--- config.mk ---
export PLATFORM = sky130hd
export DESIGN_NAME = cpsr_flag_arbiter
export DESIGN_NICKNAME = d
export VERILOG_FILES = /design/src/rtl/cpsr_flag_arbiter.sv
export SDC_FILE = /design/constraint.sdc
export NUM_CORES = 1
export LEC_CHECK = 0
export ABC_AREA = 1
export CORE_MARGIN = 5
export CORE_UTILIZATION = 26
export CTS_CLUSTER_SIZE = 12
export DETAILED_ROUTE_END_ITERATION = 16
export GPL_TIMING_DRIVEN = 0
export MAX_ROUTING_LAYER = met4
export PLACE_DENSITY = 0.61
export RECOVER_POWER = 100
export SLEW_MARGIN = 0
export SYNTH_ARGS = -nofsm -noshare
export SYNTH_HDL_FRONTEND = slang
export SYNTH_SLANG_ARGS = --single-unit
--- constraint.sdc ---
create_clock -name clk -period 1.6 [get_ports clk]
set_input_delay 0.16 -clock clk [delete_from_list [all_inputs] [get_ports clk]]
set_output_delay 0.16 -clock clk [all_outputs]
set_load 0.01 [all_outputs]
--- src/rtl/cpsr_flag_arbiter.sv ---
// Arbitrates MUL retire, MSR and ALU flag writes onto the single CPSR write port.
// Latency: grants are combinational; the winning write appears on the CPSR inputs one cycle later.
// Backpressure: MUL retire always wins; MSR/ALU hold until granted; mul_issue is refused at MAX_PENDING.
module cpsr_flag_arbiter #(
  parameter int MAX_PENDING = 2,
  parameter int CNT_W       = 3
) (
  input  logic       clk,
  input  logic       reset,
  input  logic       mul_issue,
  output logic       mul_issue_ready,
  input  logic       mul_req,
  input  logic [3:0] mul_flags,
  input  logic       mul_keep_c,
  input  logic       msr_req,
  input  logic [3:0] msr_flags,
  input  logic       alu_req,
  input  logic [3:0] alu_flags,
  input  logic       alu_keep_c,
  output logic       msr_gnt,
  output logic       alu_gnt,
  output logic       flags_busy,
  output logic       update_CPSR,
  output logic       ignore_C_flag,
  output logic       N_flag_temp,
  output logic       Z_flag_temp,
  output logic       C_flag_temp,
  output logic       V_flag_temp,
  output logic       protocol_err
);

  localparam logic [CNT_W-1:0] MaxPend = CNT_W'(MAX_PENDING);

  // Scoreboard of outstanding flag-setting multiplies.
  logic [CNT_W-1:0] pending_q, pending_d;
  // Write stage toward the CPSR block.
  logic             upd_q, upd_d;
  logic [3:0]       flags_q, flags_d;
  logic             keep_c_q, keep_c_d;
  // Sticky retire-without-issue indication.
  logic             protocol_err_q, protocol_err_d;

  logic             pend_zero;
  logic             issue_acc;

  assign pend_zero = (pending_q == '0);

  // A retire in the same cycle frees a slot, so issue stays open at the limit.
  assign mul_issue_ready = (pending_q < MaxPend) | mul_req;
  assign issue_acc       = mul_issue & mul_issue_ready;

  // MSR and ALU are held off while any multiply is outstanding, so none can overtake it.
  assign msr_gnt = msr_req & ~mul_req & pend_zero;
  assign alu_gnt = alu_req & ~mul_req & ~msr_req & pend_zero;

  // Select the winning write for the next cycle; flag values hold when nothing wins.
  always_comb begin
    upd_d    = 1'b0;
    flags_d  = flags_q;
    keep_c_d = 1'b0;
    if (mul_req) begin
      upd_d    = 1'b1;
      flags_d  = mul_flags;
      keep_c_d = mul_keep_c;
    end else if (msr_gnt) begin
      upd_d    = 1'b1;
      flags_d  = msr_flags;
      keep_c_d = 1'b0;
    end else if (alu_gnt) begin
      upd_d    = 1'b1;
      flags_d  = alu_flags;
      keep_c_d = alu_keep_c;
    end
  end

  // Pending counter: issue increments, retire decrements, both together cancel; never wraps below zero.
  always_comb begin
    pending_d = pending_q;
    if (issue_acc && !mul_req) begin
      pending_d = pending_q + 1'b1;
    end else if (mul_req && !issue_acc && !pend_zero) begin
      pending_d = pending_q - 1'b1;
    end
  end

  // A retire with nothing outstanding flags a producer bug until reset; the write still goes through.
  always_comb begin
    protocol_err_d = protocol_err_q;
    if (mul_req && pend_zero) begin
      protocol_err_d = 1'b1;
    end
  end

  // State registers; reset discards the scoreboard and any write in flight.
  always_ff @(posedge clk or negedge reset) begin
    if (!reset) begin
      pending_q      <= '0;
      upd_q          <= 1'b0;
      flags_q        <= 4'b0000;
      keep_c_q       <= 1'b0;
      protocol_err_q <= 1'b0;
    end else begin
      pending_q      <= pending_d;
      upd_q          <= upd_d;
      flags_q        <= flags_d;
      keep_c_q       <= keep_c_d;
      protocol_err_q <= protocol_err_d;
    end
  end

  assign update_CPSR   = upd_q;
  assign ignore_C_flag = keep_c_q;
  assign N_flag_temp   = flags_q[3];
  assign Z_flag_temp   = flags_q[2];
  assign C_flag_temp   = flags_q[1];
  assign V_flag_temp   = flags_q[0];
  assign protocol_err  = protocol_err_q;

  // CPSR is coherent only once nothing is outstanding, in flight, or being granted.
  assign flags_busy = ~pend_zero | upd_q | mul_req | msr_gnt | alu_gnt;

endmodule

## After elaboration in Yosys (flattened, before gate mapping)

Index checks and enable logic that the tools add are counted.

| word-level totals | value |
|---|---|
| register bits | 10 |
| word-level logic and storage cells | 43 |
| output and inout port bits | 11 |

| cells by class | value |
|---|---|
| bitwise gates (word level) | 14 |
| $add $sub $neg | 2 |
| mux-type cells | 11 |
| $lt $le $gt $ge | 1 |
| reduce and logical (&&, ||, !) cells | 10 |

Operators by type and width:

| cell | count |
|---|---|
| 4-bit two-way mux | 3 |
| 1-bit AND | 6 |
| 1-bit two-way mux | 6 |
| 3-bit two-way mux | 2 |
| 1-bit bitwise OR | 5 |
| 1-bit logical AND | 4 |
| 3-bit by 1-bit adder with 3-bit output (second input constant) | 1 |
| 1-bit zero test | 3 |
| 3-bit zero test | 1 |
| 3-bit by 2-bit less-than comparator with 1-bit output (second input constant) | 1 |
| 1-bit NOT | 3 |
| 3-bit nonzero test | 1 |
| 3-bit by 1-bit subtractor with 3-bit output (second input constant) | 1 |
| 2-bit nonzero test | 1 |

## Logic depth before layout (Yosys ltp)

Gate-level depths: netlist of the first run.

| logic depth | value |
|---|---|
| word-level depth | 8 |
| gate-level depth with buffers | 8 |

## Least setup slack after synthesis of the first run

Ideal clock, no wire load.

| timing | value |
|---|---|
| path type | reg2reg |
| from | reg pending_q[1] |
| to | reg pending_q[2] |
| stages on the path, launching flop included | 7 |
| arrival | 1323 ps |
| path slack | 154 ps |
| required time | 1478 ps |
| cell sequence | dfrtp_1 -> nor2_4 -> nand3_1 -> fa_1 -> inv_1 -> nand2_1 -> xnor2_1 |

| between the ends | value |
|---|---|
| word-level cells in the longest chain between the ends | 7 |
| elaborated cells on any way between the ends | 14 |
| those cells by class | add/sub (2); order compare (1); mux (2); bitwise (2); reduce/logical (7) |

RTL lines:

| item | RTL line | source |
|---|---|---|
| start: declaration | 35 | `logic [CNT_W-1:0] pending_q, pending_d;` |
| start signal: assignment | 103 | `pending_q <= pending_d;` |
| 3-bit by 2-bit less-than comparator with 1-bit output | 49 | `assign mul_issue_ready = (pending_q < MaxPend) \| mul_req;` |
| 1-bit bitwise OR | 49 |  |
| 1-bit AND | 50 | `assign issue_acc = mul_issue & mul_issue_ready;` |
| 1-bit zero test | 81 | `end else if (mul_req && !issue_acc && !pend_zero) begin` |
| 1-bit logical AND (2 in series) | 81 |  |
| 2-bit nonzero test (no source line) | n/a |  |

Parallel ways exist; a longest one is shown, timed or not. The select of a mux whose other input is x is not followed.
A chain may end at the register's enable or synchronous reset.

## Final worst setup path of the first run

| timing | value |
|---|---|
| from | reg pending_q[1] |
| to | out flags_busy |

| between the ends | value |
|---|---|
| word-level cells in the longest chain between the ends | 6 |
| elaborated cells on any way between the ends | 8 |
| those cells by class | bitwise (7); reduce/logical (1) |

RTL lines:

| item | RTL line | source |
|---|---|---|
| 3-bit zero test (*) | 46 | `assign pend_zero = (pending_q == '0);` |
| 1-bit NOT | 120 | `assign flags_busy = ~pend_zero \| upd_q \| mul_req \| msr_gnt \| alu_gnt;` |
| 1-bit bitwise OR (3 in series) | 120 |  |
| 1-bit bitwise OR (*) | 120 |  |
| end: declaration | 22 | `output logic flags_busy,` |

Every way passes the cells marked *; elsewhere a longest branch is shown, timed or not.

==> metrics.txt, run 1 <==
R2R setup slack 0.12 ns; Clk Tree Root Cell clkbuf_4; status finished clean; Crit Path Max Fanout 10; largest net degree at the start of global routing 11; Hold Crit Class input pin to asynchronous set/reset pin; number of port buffers 30; initial antenna violation count 0; Crit. End Element primary output; final setup margin 0.0721 ns; crit-path cells inv_2, nand2_2, nor2_4, nand2_2, buf_6, nand3_1, buf_2; Achievable Freq 0.654 GHz; die footprint 3550 um2; Peak VDD IR 536 uV; I/O pins 31; global-route wire length before repair 2.82 mm; Syn Inst Count 80; most frequent cells in the layout clkdlybuf4s50_1, nand2_1, nand3_1; Area Overhead vs Synth 63.2%; clock slew seen by the registers of the worst setup and hold paths 0.07 ns; Slew headroom 0.676; Final ANT Viol Nets 0; Max Slew Vio Count 0; Syn Area/Cell 7.99 um2; cell mode on critical path nand2_2; synthesized area 639 um2; commonest non-fill, non-tap cell in the layout clkdlybuf4s50_1; post-synthesis net count 101; DRT iter0 DRCs 7; Placer Congestion 0.721; Worst Setup SP pending_q[1]$_DFFE_PN0P_; type of the worst setup path flop to primary output; Core Box Area 2410 um2; top post-synthesis cells by area dfrtp_1, nand3_1, nand2_1; Hold Vio Cnt, Final 0; HPWL Detailed 1.35 mm; DR WL/cell 11.6 um; vias per inst 4.42; Ys Warns 0; nets 139; top-area cell type share of the netlist area 0.391; CTS Buf Count 3; non-filler cells, final 147; CTS Buffer Depth 2; Core Util, Final 0.433; die width 59.6 um; WP data required 1.44 ns; CTS tree done; MaxCap Viol Count 0; DRC Markers 0; DP Cell Count 140; Clock Skew 0.00461 ns; layout cells sized above 1 0.265; Distinct cells, synth 19; total routed wirelength 1.70 mm; Die Y 59.6 um; initial core utilization 0.265; slew of the pin with the lowest slew margin 0.484 ns; Seq cells post-synth 10; clk_lat worst skew 0.26 ns; grt ovf 0; Worst path max stage delay 0.44 ns; post-synthesis sequential area ratio 0.391; # setup viols final 0; CTS Hold Buffers Added 0; reg2reg start pending_q[2]$_DFFE_PN0P_; Lkg Pwr 0.484 nW; clock sinks 10; power per cell area 1180 nW/um2; period utilisation layout 0.955; min cycle time layout 1.53 ns; CP max-delay cell dfrtp_2; First-pass DRT Iterations 2; diode count 0; overall routing resource usage 0.111; vias in the first global route 653; post-synth top area cell dfrtp_1; crit path DAT 1.37 ns; Setup WS pre-CTS -0.380 ns; RSZ-0062 raised after global routing yes; Startpoint Class flop; Vias 650; htree depth 1; num rows 18
-- cells in the mapped netlist --
| library cell | n |
|---|---|
| nor2_4 | 2 |
| inv_1 | 5 |
| buf_2 | 1 |
| a21oi_2 | 4 |
| inv_2 | 3 |
| nor2_1 | 7 |
| dfrtp_1 | 10 |
| buf_6 | 1 |
| xnor2_1 | 1 |
| nand2_1 | 19 |
| a21oi_4 | 1 |
| nand3_1 | 15 |
| xor2_1 | 1 |
| nand2_2 | 4 |
| nor2_2 | 2 |
| a22o_1 | 1 |
| o21bai_1 | 1 |
| o21ai_0 | 1 |
| fa_1 | 1 |
-- flip-flops by register name, indices dropped and copies added (netlist names) --
signal,flops
pending_q,3
update_CPSR,1
flags_q,4
ignore_C_flag,1
protocol_err,1
-- per-stage QoR --
| stage | setup TNS [ns] | hold WS [ns] | total power [W] | area [um2] |
|---|---|---|---|---|
| after floorplan | 0 | -0.136 | 0.000722 | 639 |
| after global placement | -1.30 | 0.469 | 0.000933 | 977 |
| after detailed placement | -1.43 | 0.464 | 0.000948 | 977 |
| after CTS | -0.125 | 0.221 | 0.00124 | 1040 |
| after global routing | -0.0422 | 0.318 | 0.00134 | 1040 |
| final | 0 | 0.292 | 0.00123 | 1040 |
-- kinds of logic after synthesis --
kind of cell / share of synthesized area
flops: 0.391
buf+inv: 0.0724
xor+xnor: 0.0274
fa+ha+maj: 0.0313
simple gates: 0.364
compound gates: 0.114
-- critical path: cells and delay by family, from the launching register on --
family	cells	cell delay (ns)
DFF	1	0.44
buffers and inverters	3	0.34
and+or+nand+nor	4	0.34
-- cell type report --
cell class,count,area (um2)
multi-input cells,60,358
clock buffers,4,36.3
inverters,8,30.0
flip-flops and latches,10,253
fillers,257,1370
well taps,30,37.5
plain buffers,2,16.3
repair buffers,33,313
-- routing by layer --
| layer | GRT usage | part of all wire | routed length (um) |
|---|---|---|---|
| met1 | 0.124 | 0.43 | 729 |
| met2 | 0.184 | 0.49 | 840 |
| met3 | 0.0523 | 0.079 | 134 |
| met4 | 0.0190 | 0 | 0 |
| met5 | - | 0 | 0 |
-- power breakdown --
part           total (W)  switching [W]  internal (W)
registers       0.000420      0.0000824      0.000338
logic           0.000586       0.000286      0.000300
clock network   0.000224      0.0000856      0.000138
total            0.00123       0.000454      0.000776
-- path summary, 6_finish.rpt --
path,to,cells after the start
min in group clk,ignore_C_flag$_DFF_PN0_,2
min,flags_q[2]$_DFFE_PN0P_,1
max in group asynchronous,pending_q[1]$_DFFE_PN0P_,1
max,flags_busy,7
min reg2reg,protocol_err$_DFFE_PN0P_,1
max reg2reg,pending_q[2]$_DFFE_PN0P_,6
-- repair_timing --
item / CTS / global route
gates resized for setup: 8 / 7
setup buffers: 2 / 1
pin swaps: 1 / 1
endpoints found under the hold margin: 0 / 0
setup endpoints to repair: 4 / 4
Power figures use the tool's default switching activity.
==> inputs of run 2 (changes only) <==
CORE_UTILIZATION = 39   (was 26)
PLACE_DENSITY = 0.83   (was 0.61)
==> metrics.txt, run 2 (synthesized netlist as in run 1, its figures left out) <==
First-pass DRT Iterations 4; CTS Buffer Depth 2; DR WL/cell 12.2 um; Vias 641; final setup margin 0.0476 ns; Core Box Area 1520 um2; commonest non-fill, non-tap cell in the layout clkdlybuf4s50_1; Reg with most FFs flags_q; clock slew seen by the registers of the worst setup and hold paths 0.07 ns; WP data required 1.78 ns; RSZ-0062 raised after global routing yes; Hold Crit Class input pin to asynchronous set/reset pin; clock sinks 10; vias in the first global route 647; total power 0.00128 W; total routed wirelength 1.64 mm; die width 50.5 um; Core Util, Final 0.693; DRT iter0 DRCs 4; Lkg Pwr 0.488 nW; htree depth 1; diode count 0; Slew headroom 0.707; CTS Hold Buffers Added 0; min cycle time layout 1.55 ns; CTS Buf Count 3; global-route wire length before repair 2.78 mm; post-route cell area 1060 um2; Crit. End Element flop; Die Y 50.5 um; CTS tree done; Setup WS pre-CTS -0.402 ns; num rows 14; clk_lat worst skew 0.26 ns; Worst path max stage delay 0.53 ns; Peak VDD IR 718 uV; CP max-delay cell fa_2; die footprint 2550 um2; overall routing resource usage 0.144; Area Overhead vs Synth 65.2%; # setup viols final 0; I/O pins 31; Clock Skew 0.00760 ns; largest net degree at the start of global routing 11; Achievable Freq 0.644 GHz; power per cell area 1210 nW/um2; initial core utilization 0.420; initial antenna violation count 0; Placed Area 960 um2; Filler Cell Count 127; crit-path cells nor2_4, buf_6, nand3_4, fa_2, nand2_1, o21ai_1; DRC Markers 0; Clk Tree Root Cell clkbuf_4; number of port buffers 30; most frequent cells in the layout clkdlybuf4s50_1, nand2_1, nand3_1; biggest regs flags_q (4), pending_q (3); slew of the pin with the lowest slew margin 0.439 ns; grt ovf 0; Startpoint Class flop; period utilisation layout 0.970; layout cells sized above 1 0.277; HPWL Detailed 1.34 mm; Max Slew Vio Count 0; vias per inst 4.75; crit path DAT 1.73 ns; Crit Path Max Fanout 4; status finished clean; nets 141; Final ANT Viol Nets 0; Largest register FFs 4; Placer Congestion 0.802; R2R setup slack 0.05 ns; hold_ws 0.272 ns; MaxCap Viol Count 0; type of the worst setup path flop to flop; Hold Vio Cnt, Final 0
-- run 2: cell count changes in the layout (fill, tap and decap cells not counted), sizes merged --
cell           delta
dlymetal6s2s      -1
clkdlybuf4s15     +1
clkbuf            -1
dlygate4sd2       +1
buf               +2
-- run 2: worst paths after layout --
check,startpoint,end,cells past startpoint
setup / recovery,pending_q[1]$_DFFE_PN0P_,pending_q[1]$_DFFE_PN0P_,6
hold / removal,reset,flags_q[1]$_DFFE_PN0P_,1
setup reg to reg,pending_q[1]$_DFFE_PN0P_,pending_q[1]$_DFFE_PN0P_,6
hold reg to reg,protocol_err$_DFFE_PN0P_,protocol_err$_DFFE_PN0P_,1
max in group asynchronous,reset,pending_q[1]$_DFFE_PN0P_,1
min in group clk,mul_req,ignore_C_flag$_DFF_PN0_,2
-- run 2: power breakdown --
group / leakage, nW / internal (W) / switching (W)
logic: 0.353 / 0.000338 / 0.000307
registers: 0.114 / 0.000338 / 0.0000755
clock network: 0.0210 / 0.000138 / 0.0000840
-- run 2: metrics by stage --
stage	cells	setup TNS [ns]
after floorplan	80	0
after global placement	126	-1.35
after detailed placement	126	-1.36
after CTS	132	-0.105
after global routing	135	-0.0876
final	135	0
-- run 2: area by class of cell --
class,count,area (um2),area share
clock buffers,4,36.3,0.0344
flip-flops and latches,10,253,0.239
well taps,16,20.0,0.0190
plain buffers,2,16.3,0.0154
multi-input cells,60,368,0.348
repair buffers,35,333,0.315
inverters,8,30.0,0.0284
-- run 2: what timing repair did --
action	4_1_cts	5_1_grt
resized for setup	12	6
buffers inserted	2	3
cloned	0	0
pin swaps	1	4
setup endpoints to repair	4	4
-- run 2: layer usage --
| layer | global-route usage | vias up | part of all wire |
|---|---|---|---|
| li1 | - | 336 | - |
| met1 | 0.162 | 284 | 0.39 |
| met2 | 0.231 | 19 | 0.52 |
| met3 | 0.0621 | 2 | 0.091 |
| met4 | 0.0383 | 0 | 0.0061 |
| met5 | - | - | 0 |
-- run 2: critical path, delay by kind of cell (launching register included) --
family,cells,cell delay (ns)
AO/OA/AOI/OAI,1,0.07
buffers and inverters,1,0.13
flip-flops,1,0.44
AND/OR/NAND/NOR,3,0.30
adder cells (fa/ha/maj),1,0.53
